==> config.mk <==
export PLATFORM = sky130hd
export DESIGN_NAME = fft_frame_sched
export DESIGN_NICKNAME = d
export VERILOG_FILES = /design/src/rtl/fft_sched_pkg.sv /design/src/rtl/fft_wdog.sv /design/src/rtl/fft_frame_sched.sv
export SDC_FILE = /design/constraint.sdc
export NUM_CORES = 1
export LEC_CHECK = 0
export ABC_AREA = 1
export CAP_MARGIN = 20
export CORE_AREA = 2 2 81 83
export CTS_CLUSTER_DIAMETER = 150
export CTS_CLUSTER_SIZE = 30
export DETAILED_ROUTE_END_ITERATION = 10
export DIE_AREA = 0 0 83 85
export MAX_ROUTING_LAYER = met4
export PLACE_DENSITY = 0.75
export RECOVER_POWER = 25
export SETUP_SLACK_MARGIN = 0.15
export SLEW_MARGIN = 30
export SYNTH_ARGS = -nofsm -noshare
export SYNTH_HDL_FRONTEND = slang
export SYNTH_SLANG_ARGS = --single-unit
==> constraint.sdc <==
create_clock -name clk -period 2.5 [get_ports clk]
set_clock_uncertainty 0.05 [all_clocks]
set_input_delay 0.625 -clock clk [delete_from_list [all_inputs] [get_ports clk]]
set_output_delay 0.625 -clock clk [all_outputs]
set_load 0.02 [all_outputs]
==> src/rtl/fft_sched_pkg.sv <==
// Shared types and defaults for the FFT frame scheduler: FSM states, parameter
// defaults, counter widths and a width helper.
package fft_sched_pkg;

  typedef enum logic [1:0] {
    IDLE = 2'd0,
    READ = 2'd1,
    GAP  = 2'd2
  } sched_state_t;

  localparam int BEATS_DEF        = 32;
  localparam int MAX_INFLIGHT_DEF = 2;
  localparam int MIN_GAP_DEF      = 0;
  localparam int TIMEOUT_DEF      = 4096;

  localparam int FRAME_CNT_W = 16;
  localparam int INFLIGHT_W  = 2;

  // Bits needed to hold 0..n-1, never less than one.
  function automatic int cnt_w(input int n);
    return (n > 1) ? $clog2(n) : 1;
  endfunction

endpackage

==> src/rtl/fft_wdog.sv <==
// Stall watchdog: counts enabled cycles, pulses expire combinationally on the
// TIMEOUT-th consecutive one; restart/clear zero it, and it saturates once expired.
module fft_wdog
  import fft_sched_pkg::*;
#(
  parameter int TIMEOUT = TIMEOUT_DEF
) (
  input  logic clk,
  input  logic rstn,
  input  logic cnt_en,
  input  logic restart,
  input  logic clear,
  output logic expire
);

  localparam int W = cnt_w(TIMEOUT);
  localparam logic [W-1:0] LAST = W'(TIMEOUT - 1);

  logic [W-1:0] cnt;

  assign expire = cnt_en && !restart && !clear && (cnt == LAST);

  always_ff @(posedge clk or negedge rstn) begin
    if (!rstn) begin
      cnt <= '0;
    end else if (clear || restart) begin
      cnt <= '0;
    end else if (cnt_en && (cnt != LAST)) begin
      cnt <= cnt + W'(1);
    end
  end

endmodule

==> src/rtl/fft_frame_sched.sv <==
// Schedules whole frames from the upstream buffer into the FFT, capping frames in flight.
// rd_en registered off the FSM, fft_din_valid one cycle later; starts hold off while the pipeline is full.
module fft_frame_sched
  import fft_sched_pkg::*;
#(
  parameter int BEATS        = BEATS_DEF,
  parameter int MAX_INFLIGHT = MAX_INFLIGHT_DEF,
  parameter int MIN_GAP      = MIN_GAP_DEF,
  parameter int TIMEOUT      = TIMEOUT_DEF
) (
  input  logic                   clk,
  input  logic                   rstn,
  input  logic                   enable,
  input  logic                   buf_frame_rdy,
  output logic                   rd_en,
  output logic                   fft_din_valid,
  input  logic                   fft_dout_en,
  input  logic                   clr,
  output logic                   busy,
  output logic [INFLIGHT_W-1:0]  inflight,
  output logic [FRAME_CNT_W-1:0] frames_in,
  output logic [FRAME_CNT_W-1:0] frames_out,
  output logic                   frame_done,
  output logic                   err_timeout,
  output logic                   err_spurious
);

  localparam int BW = cnt_w((BEATS > MIN_GAP) ? BEATS : MIN_GAP);
  localparam int OW = cnt_w(BEATS);
  localparam logic [BW-1:0] BEAT_LAST = BW'(BEATS - 1);
  localparam logic [BW-1:0] GAP_LAST  = BW'((MIN_GAP > 0) ? (MIN_GAP - 1) : 0);
  localparam logic [OW-1:0] OUT_LAST  = OW'(BEATS - 1);
  localparam logic [INFLIGHT_W-1:0] INFL_MAX = INFLIGHT_W'(MAX_INFLIGHT);

  sched_state_t  state;
  logic [BW-1:0] beat_cnt;
  logic [OW-1:0] out_cnt;
  logic          dout_ok;
  logic          done_now;
  logic          start;
  logic          wd_expire;

  assign dout_ok  = fft_dout_en && (inflight != '0);
  assign done_now = dout_ok && (out_cnt == OUT_LAST);
  // A frame completing this cycle frees its slot for a start in the same cycle.
  assign start    = (state == IDLE) && enable && buf_frame_rdy && !err_timeout &&
                    ((inflight < INFL_MAX) || done_now);
  assign busy     = (state != IDLE) || (inflight != '0);

  // beat_cnt doubles as the GAP cycle counter.
  always_ff @(posedge clk or negedge rstn) begin
    if (!rstn) begin
      state    <= IDLE;
      beat_cnt <= '0;
      rd_en    <= 1'b0;
    end else begin
      case (state)
        IDLE: begin
          if (start) begin
            state    <= READ;
            beat_cnt <= '0;
            rd_en    <= 1'b1;
          end
        end
        READ: begin
          if (beat_cnt == BEAT_LAST) begin
            state    <= (MIN_GAP > 0) ? GAP : IDLE;
            beat_cnt <= '0;
            rd_en    <= 1'b0;
          end else begin
            beat_cnt <= beat_cnt + BW'(1);
          end
        end
        GAP: begin
          if (beat_cnt == GAP_LAST) begin
            state    <= IDLE;
            beat_cnt <= '0;
          end else begin
            beat_cnt <= beat_cnt + BW'(1);
          end
        end
        default: begin
          state    <= IDLE;
          beat_cnt <= '0;
          rd_en    <= 1'b0;
        end
      endcase
    end
  end

  always_ff @(posedge clk or negedge rstn) begin
    if (!rstn) begin
      fft_din_valid <= 1'b0;
      frame_done    <= 1'b0;
      out_cnt       <= '0;
      inflight      <= '0;
      frames_in     <= '0;
      frames_out    <= '0;
      err_timeout   <= 1'b0;
      err_spurious  <= 1'b0;
    end else begin
      fft_din_valid <= rd_en;
      frame_done    <= done_now;
      if (dout_ok) begin
        out_cnt <= done_now ? '0 : out_cnt + OW'(1);
      end
      if (start && !done_now) begin
        inflight <= inflight + INFLIGHT_W'(1);
      end else if (done_now && !start) begin
        inflight <= inflight - INFLIGHT_W'(1);
      end
      if (clr) begin
        frames_in    <= '0;
        frames_out   <= '0;
        err_timeout  <= 1'b0;
        err_spurious <= 1'b0;
      end else begin
        if (start)     frames_in  <= frames_in + FRAME_CNT_W'(1);
        if (done_now)  frames_out <= frames_out + FRAME_CNT_W'(1);
        if (wd_expire) err_timeout <= 1'b1;
        if (fft_dout_en && (inflight == '0)) err_spurious <= 1'b1;
      end
    end
  end

  fft_wdog #(
    .TIMEOUT(TIMEOUT)
  ) u_wdog (
    .clk    (clk),
    .rstn   (rstn),
    .cnt_en ((inflight != '0) && !fft_dout_en),
    .restart(fft_dout_en || (inflight == '0)),
    .clear  (clr),
    .expire (wd_expire)
  );

endmodule

# Yosys cells after proc, flatten, opt, wreduce, memory -nomap -nowiden
# Cells that the tools add are included.
[classes]
addsub = 7
magnitude_cmp = 1
n_eq_ne = 9
muxes = 24
bitwise_logic = 1
n_reduce_logical = 37
[op_table]
columns = ["cell", "count"]
rows = [
  ["$mux 16", 4],
  ["$add 16x1->16 const B", 2],
  ["$mux 12", 2],
  ["$mux 5", 4],
  ["$reduce_bool 2->1", 8],
  ["$pmux 5 s3", 1],
  ["$logic_and 1x1->1", 14],
  ["$add 12x1->12 const B", 1],
  ["$eq 12x12->1 const B", 1],
  ["$ne 12x12->1 const B", 1],
  ["$add 5x1->5 const B", 2],
  ["$eq 5x5->1 const B", 2],
  ["$mux 2", 5],
  ["$logic_not 1->1", 6],
  ["$mux 1", 6],
  ["$ne 2x2->1 const B", 3],
  ["$pmux 2 s3", 1],
  ["$reduce_and 3->1", 2],
  ["$logic_not 5->1", 1],
  ["$logic_not 2->1", 2],
  ["$logic_or 1x1->1", 4],
  ["$pmux 1 s3", 1],
  ["$add 2x1->2 const B", 1],
  ["$eq 2x1->1 const B", 1],
  ["4 further kinds", 4],
]
[word_totals]
ff_bits = 63
input_bits = 6
out_inout_bits = 40
wordCells = 91

# Longest topological paths before layout
[depth]
word_depth = 9
mapped_depth = 12
depth_no_buf = 11

# Cells and area by module
# From an unflattened synthesis, not the netlist that was laid out.
[unflattened]
hier_cells = 465
area_unflattened_um2 = 3477.1
[modules_own_cells]
columns = ["mod", "n_inst", "cells_each", "area_per_inst_um2", "seq_area_each_um2"]
rows = [
  ["fft_frame_sched", 1, 361, 2648.8, 1226.2],
  ["fft_wdog", 1, 104, 828.3, 300.3],
]

# Least setup slack after synthesis
# No wires, ideal clock.
[synth_path]
path_type = "register to register"
start = "register out_cnt[0]"
end = "register inflight[1]"
setup_ps = 124
arrival_time_ps = 1861
required_time_ps = 2326
setup_slack_ps = 465
stages_incl_launch_ff = 12
n_path_buf = 1
period_less_slack_ps = 2035
path_cell_list = "dfrtp_1 ha_1 nand2_1 nor2_1 ha_1 a21oi_2 nor2_1 buf_2 ha_1 nor2_1 nand2_1 xor2_1"
[synth_between]
elab_chain_len = 7
elab_cells_between_ends = 10
classes_between = "eq/ne: 1; mux: 1; reduce/logical: 8"
[synth_lines]
columns = ["element", "line_no", "text"]
rows = [
  ["start, declared", "fft_frame_sched.sv:37", "logic [OW-1:0] out_cnt;"],
  ["start signal, assigned", "fft_frame_sched.sv:105", "out_cnt <= done_now ? '0 : out_cnt + OW'(1);"],
  ["$eq 5x5->1 (*)", "fft_frame_sched.sv:44", "assign done_now = dout_ok && (out_cnt == OUT_LAST);"],
  ["$logic_and 1x1->1 (*)", "fft_frame_sched.sv:44", ""],
  ["$logic_or 1x1->1", "fft_frame_sched.sv:47", "((inflight < INFL_MAX) || done_now);"],
  ["$logic_and 1x1->1", "fft_frame_sched.sv:46", "assign start = (state == IDLE) && enable && buf_frame_rdy && !err_timeout &&"],
  ["$logic_not 1->1", "fft_frame_sched.sv:109", "end else if (done_now && !start) begin"],
  ["$logic_and 1x1->1", "fft_frame_sched.sv:109", ""],
  ["$reduce_bool 2->1 (no source line)", "n/a", ""],
  ["end signal, assigned", "fft_frame_sched.sv:108", "inflight <= inflight + INFLIGHT_W'(1);"],
  ["end signal, assigned", "fft_frame_sched.sv:110", "inflight <= inflight - INFLIGHT_W'(1);"],
  ["end, declared", "fft_frame_sched.sv:20", "output logic [INFLIGHT_W-1:0] inflight,"],
]
# Mark *: on every way between the ends. The rest lies on a longest branch, timed or not.
# A chain may end at the register's enable or synchronous reset.

# Worst setup path after layout
[layout_path]
start = "register rd_en"
end = "output rd_en"
[layout_lines]
columns = ["element", "line_no", "text"]
rows = [
  ["start, declared", "fft_frame_sched.sv:15", "output logic rd_en,"],
  ["start signal, assigned", "fft_frame_sched.sv:55", "rd_en <= 1'b0;"],
  ["start signal, assigned", "fft_frame_sched.sv:62", "rd_en <= 1'b1;"],
  ["start signal, assigned", "fft_frame_sched.sv:69", "rd_en <= 1'b0;"],
]
# No word-level cell between the ends.

==> out/metrics.yaml <==
status:
  result_of_the_run: "completed"
worst_setup_path:
  critical_path.cell_chain: "clkdlybuf4s50_1"
  worst_r2r_endpoint: "inflight[1]"
  critical_path.n_buffers_inverters: 1
  critPathRequiredTime_ns: 1.82
  worstRegToRegCells: 10
  crit_family: "buffers and inverters"
  critPathMaxStageDelay_ns: 0.66
  reg2reg_slack_ns: 0.48
  worst_endpoint_data_arrival_time_ns: 1.47
  worstSetupPathType: "flop to primary output"
  startpoint_type: "flop"
  critical_path_s_slowest_cell: "clkdlybuf4s50_1"
  cp_max_fo: 7
  endpoint_kind: "primary output"
  regToRegStartpoint: "out_cnt[0]"
clocking:
  clk_pin_slew_ns: 0.06
  clock_sinks: 61
  ctsHoldBuffers: 0
  post-cts-setup-buffer-count: 0
  cts_max_path_buffers: 2
  insertion_delay_ns: 0.34
  htreeDepth: 3
  tritoncts: "yes"
  cts_root_buf: "clkbuf_8"
  number_of_buffers_added_by_the_clock_tree_synthesis_step: 9
  cts_resized: 1
yosys:
  synth_seq_area_share_pct: 46.5
  synth-warning-count: 0
  ys.flop_type: "dfrtp_1"
  synth_cells: 444
  synth_commonest_cells: "122 x nand2_1, 74 x nor2_1, 61 x dfrtp_1"
  synth.top_cell.area_share_pct: 46.5
  async_flop_share_pct: 100
  syn-num-nets: 458
  synth_top_area_cell: "dfrtp_1"
  synth-seq-cells: 61
  netlist_area_um2: 3280
  avgSynthCellArea_um2: 7.39
  synth.distinct_cells: 33
  synth_top_cells_by_area: "dfrtp_1 47%, nand2_1 14%, nor2_1 8.5%"
  synth_edf_count: 0
  yosys.cell_count.top_type: "nand2_1"
sta:
  post-route-period-util_pct: 85.8
  setup_slack_ns: 0.354
  worstMarginPinSlew_ns: 1.47
  slew-limit-headroom_pct: 2.24
  finalWorstPathRequiredPeriod_ns: 2.15
  totalNegativeSetupSlack_ns: 0
  rsz_0062_raised_after_global_routing: "no"
  setup_viol: 0
  final-max-slew-violation-count: 0
  fmax_ghz: 0.466
  whs_ns: 0.439
  hold_viol: 0
layout:
  filler_cells: 545
  design_area_um2: 4040
  final-instance-count-excl-fill: 580
  final_layout_size_suffix_gt1_share_pct: 6.96
  postLayoutCoreUtil_pct: 65.1
  layout.nets: 512
  antenna_cells: 0
  flow.area_growth_from_synthesis_pct: 23.1
power_and_ir_drop:
  power_density_nw_per_um2: 677
  power.static_leakage_nw: 1.87
  vdd_drop_max_v: 0.000558
  total_power_mw: 2.73
floorplan:
  die_height_um: 85
  fp.dieW_um: 83
  coreArea_um2: 6200
  die-area_um2: 7060
  boundaryPins: 46
  initial_standard_cell_utilization_of_the_core_pct: 52.9
  std_cell_rows: 29
placed_design:
  placedCellCount: 564
  gp_congestion: 0.826
  preCtsSetupSlack_ns: 0.162
  detailed_place_hpwl_mm: 5.02
  detailed_place.area_um2: 3830
  port-buffer-count: 45
route:
  initialDrtViolationCount: 240
  drt-wirelength-per-cell_um: 12.1
  routed_wl_mm: 7.01
  via_per_inst: 5.17
  remaining_drc_errors: 0
  routed-via-count: 2999
  postRouteAntennaNets: 0
  detailedRoute.firstPassIterationCount: 4
flow_run:
  max_cap_violations: 0
min_path:
  worst_hold_path_type: "flop to flop"
  worstHoldEndpoint: "out_cnt[4]"
  worstHoldStart: "out_cnt[4]"
  worst_hold_path.num_cells: 2
global_route:
  grt_remaining_overflow: 0
  global_route.usage.total_pct: 22.5
  grt_pass1_vias: 2874
  global_route_wire_length_before_repair_mm: 12.6
  grt_max_degree: 37
  grt_antenna_before_repair: 0
[kinds of logic (layout without fill, tap and decap cells)]
logic type,count (synthesis),after routing,synth area share [%]
AO/OA/AOI/OAI,51,51,8.55
XOR/XNOR,3,3,0.801
adder cells (fa/ha/maj),8,8,3.05
buffers and inverters,63,122,7.55
flip-flops,61,61,46.5
AND/OR/NAND/NOR,258,258,33.5
[worst max path at each step]
| stage | startpoint | to | slack (ns) | depth (start not counted) |
|---|---|---|---|---|
| 2_1_floorplan | out_cnt[0] | inflight[1] | 0.46 | 11 |
| 3_3_place_gp | fft_dout_en | inflight[1] | 0.20 | 6 |
| 3_5_place_dp | fft_dout_en | inflight[1] | 0.16 | 6 |
| 4_1_cts | rd_en | rd_en | 0.34 | 1 |
| 5_1_grt | inflight[0] | busy | 0.29 | 5 |
| 6_report | rd_en | rd_en | 0.35 | 1 |
[metal layers]
metal	track usage [%]	wire length, µm	part of all wire, %	up-vias
met5	-	0	0	-
met4	9.24	125	1.8	0
met3	3.50	273	3.9	11
met2	35.3	3260	46	64
met1	29.4	3350	48	1399
li1	-	-	-	1525
[placed cells by master (no fill, tap or decap), types with 2 or more instances in the layout]
master	synthesis	layout
nor3_1	4	4
clkinv_2	0	3
a31oi_1	2	2
clkbuf_1	1	3
inv_2	4	4
o21ai_0	13	13
nor3_2	2	2
dfrtp_1	61	61
clkbuf_8	0	9
nand2_2	2	2
o21bai_1	3	3
ha_1	8	8
clkdlybuf4s50_1	0	43
a21oi_1	20	20
nor2_1	74	74
bufinv_16	0	2
o21ai_1	8	8
buf_4	2	4
nand3_1	36	36
nor2_2	4	4
xor2_1	2	2
nand4_1	9	9
nand2_1	122	122
inv_1	52	52
[final cells by class]
| class | instances | area (µm²) | share of cell area (%) |
|---|---|---|---|
| repair buffers | 50 | 493 | 12.2 |
| well taps | 77 | 96.3 | 2.39 |
| clock buffers | 11 | 131 | 3.25 |
| multi-input cells | 320 | 1510 | 37.3 |
| inverters | 56 | 210 | 5.21 |
| clock inverters | 5 | 75.1 | 1.86 |
| flip-flops and latches | 61 | 1530 | 37.8 |
[sequential cells by signal, summed over array words and instances (netlist names)]
signal         flops
err_spurious       1
frames_in         16
fft_din_valid      1
inflight           2
beat_cnt           5
frame_done         1
frames_out        16
out_cnt            5
u_wdog.cnt        12
err_timeout        1
rd_en              1
[where the power goes]
| part | leakage, nW | switching (mW) | internal (mW) |
|---|---|---|---|
| registers | 0.820 | 0.0957 | 1.11 |
| logic | 0.940 | 0.353 | 0.229 |
| clock network | 0.107 | 0.389 | 0.557 |
| total | 1.87 | 0.838 | 1.90 |
Note: power is estimated with default switching activity, not from simulation.
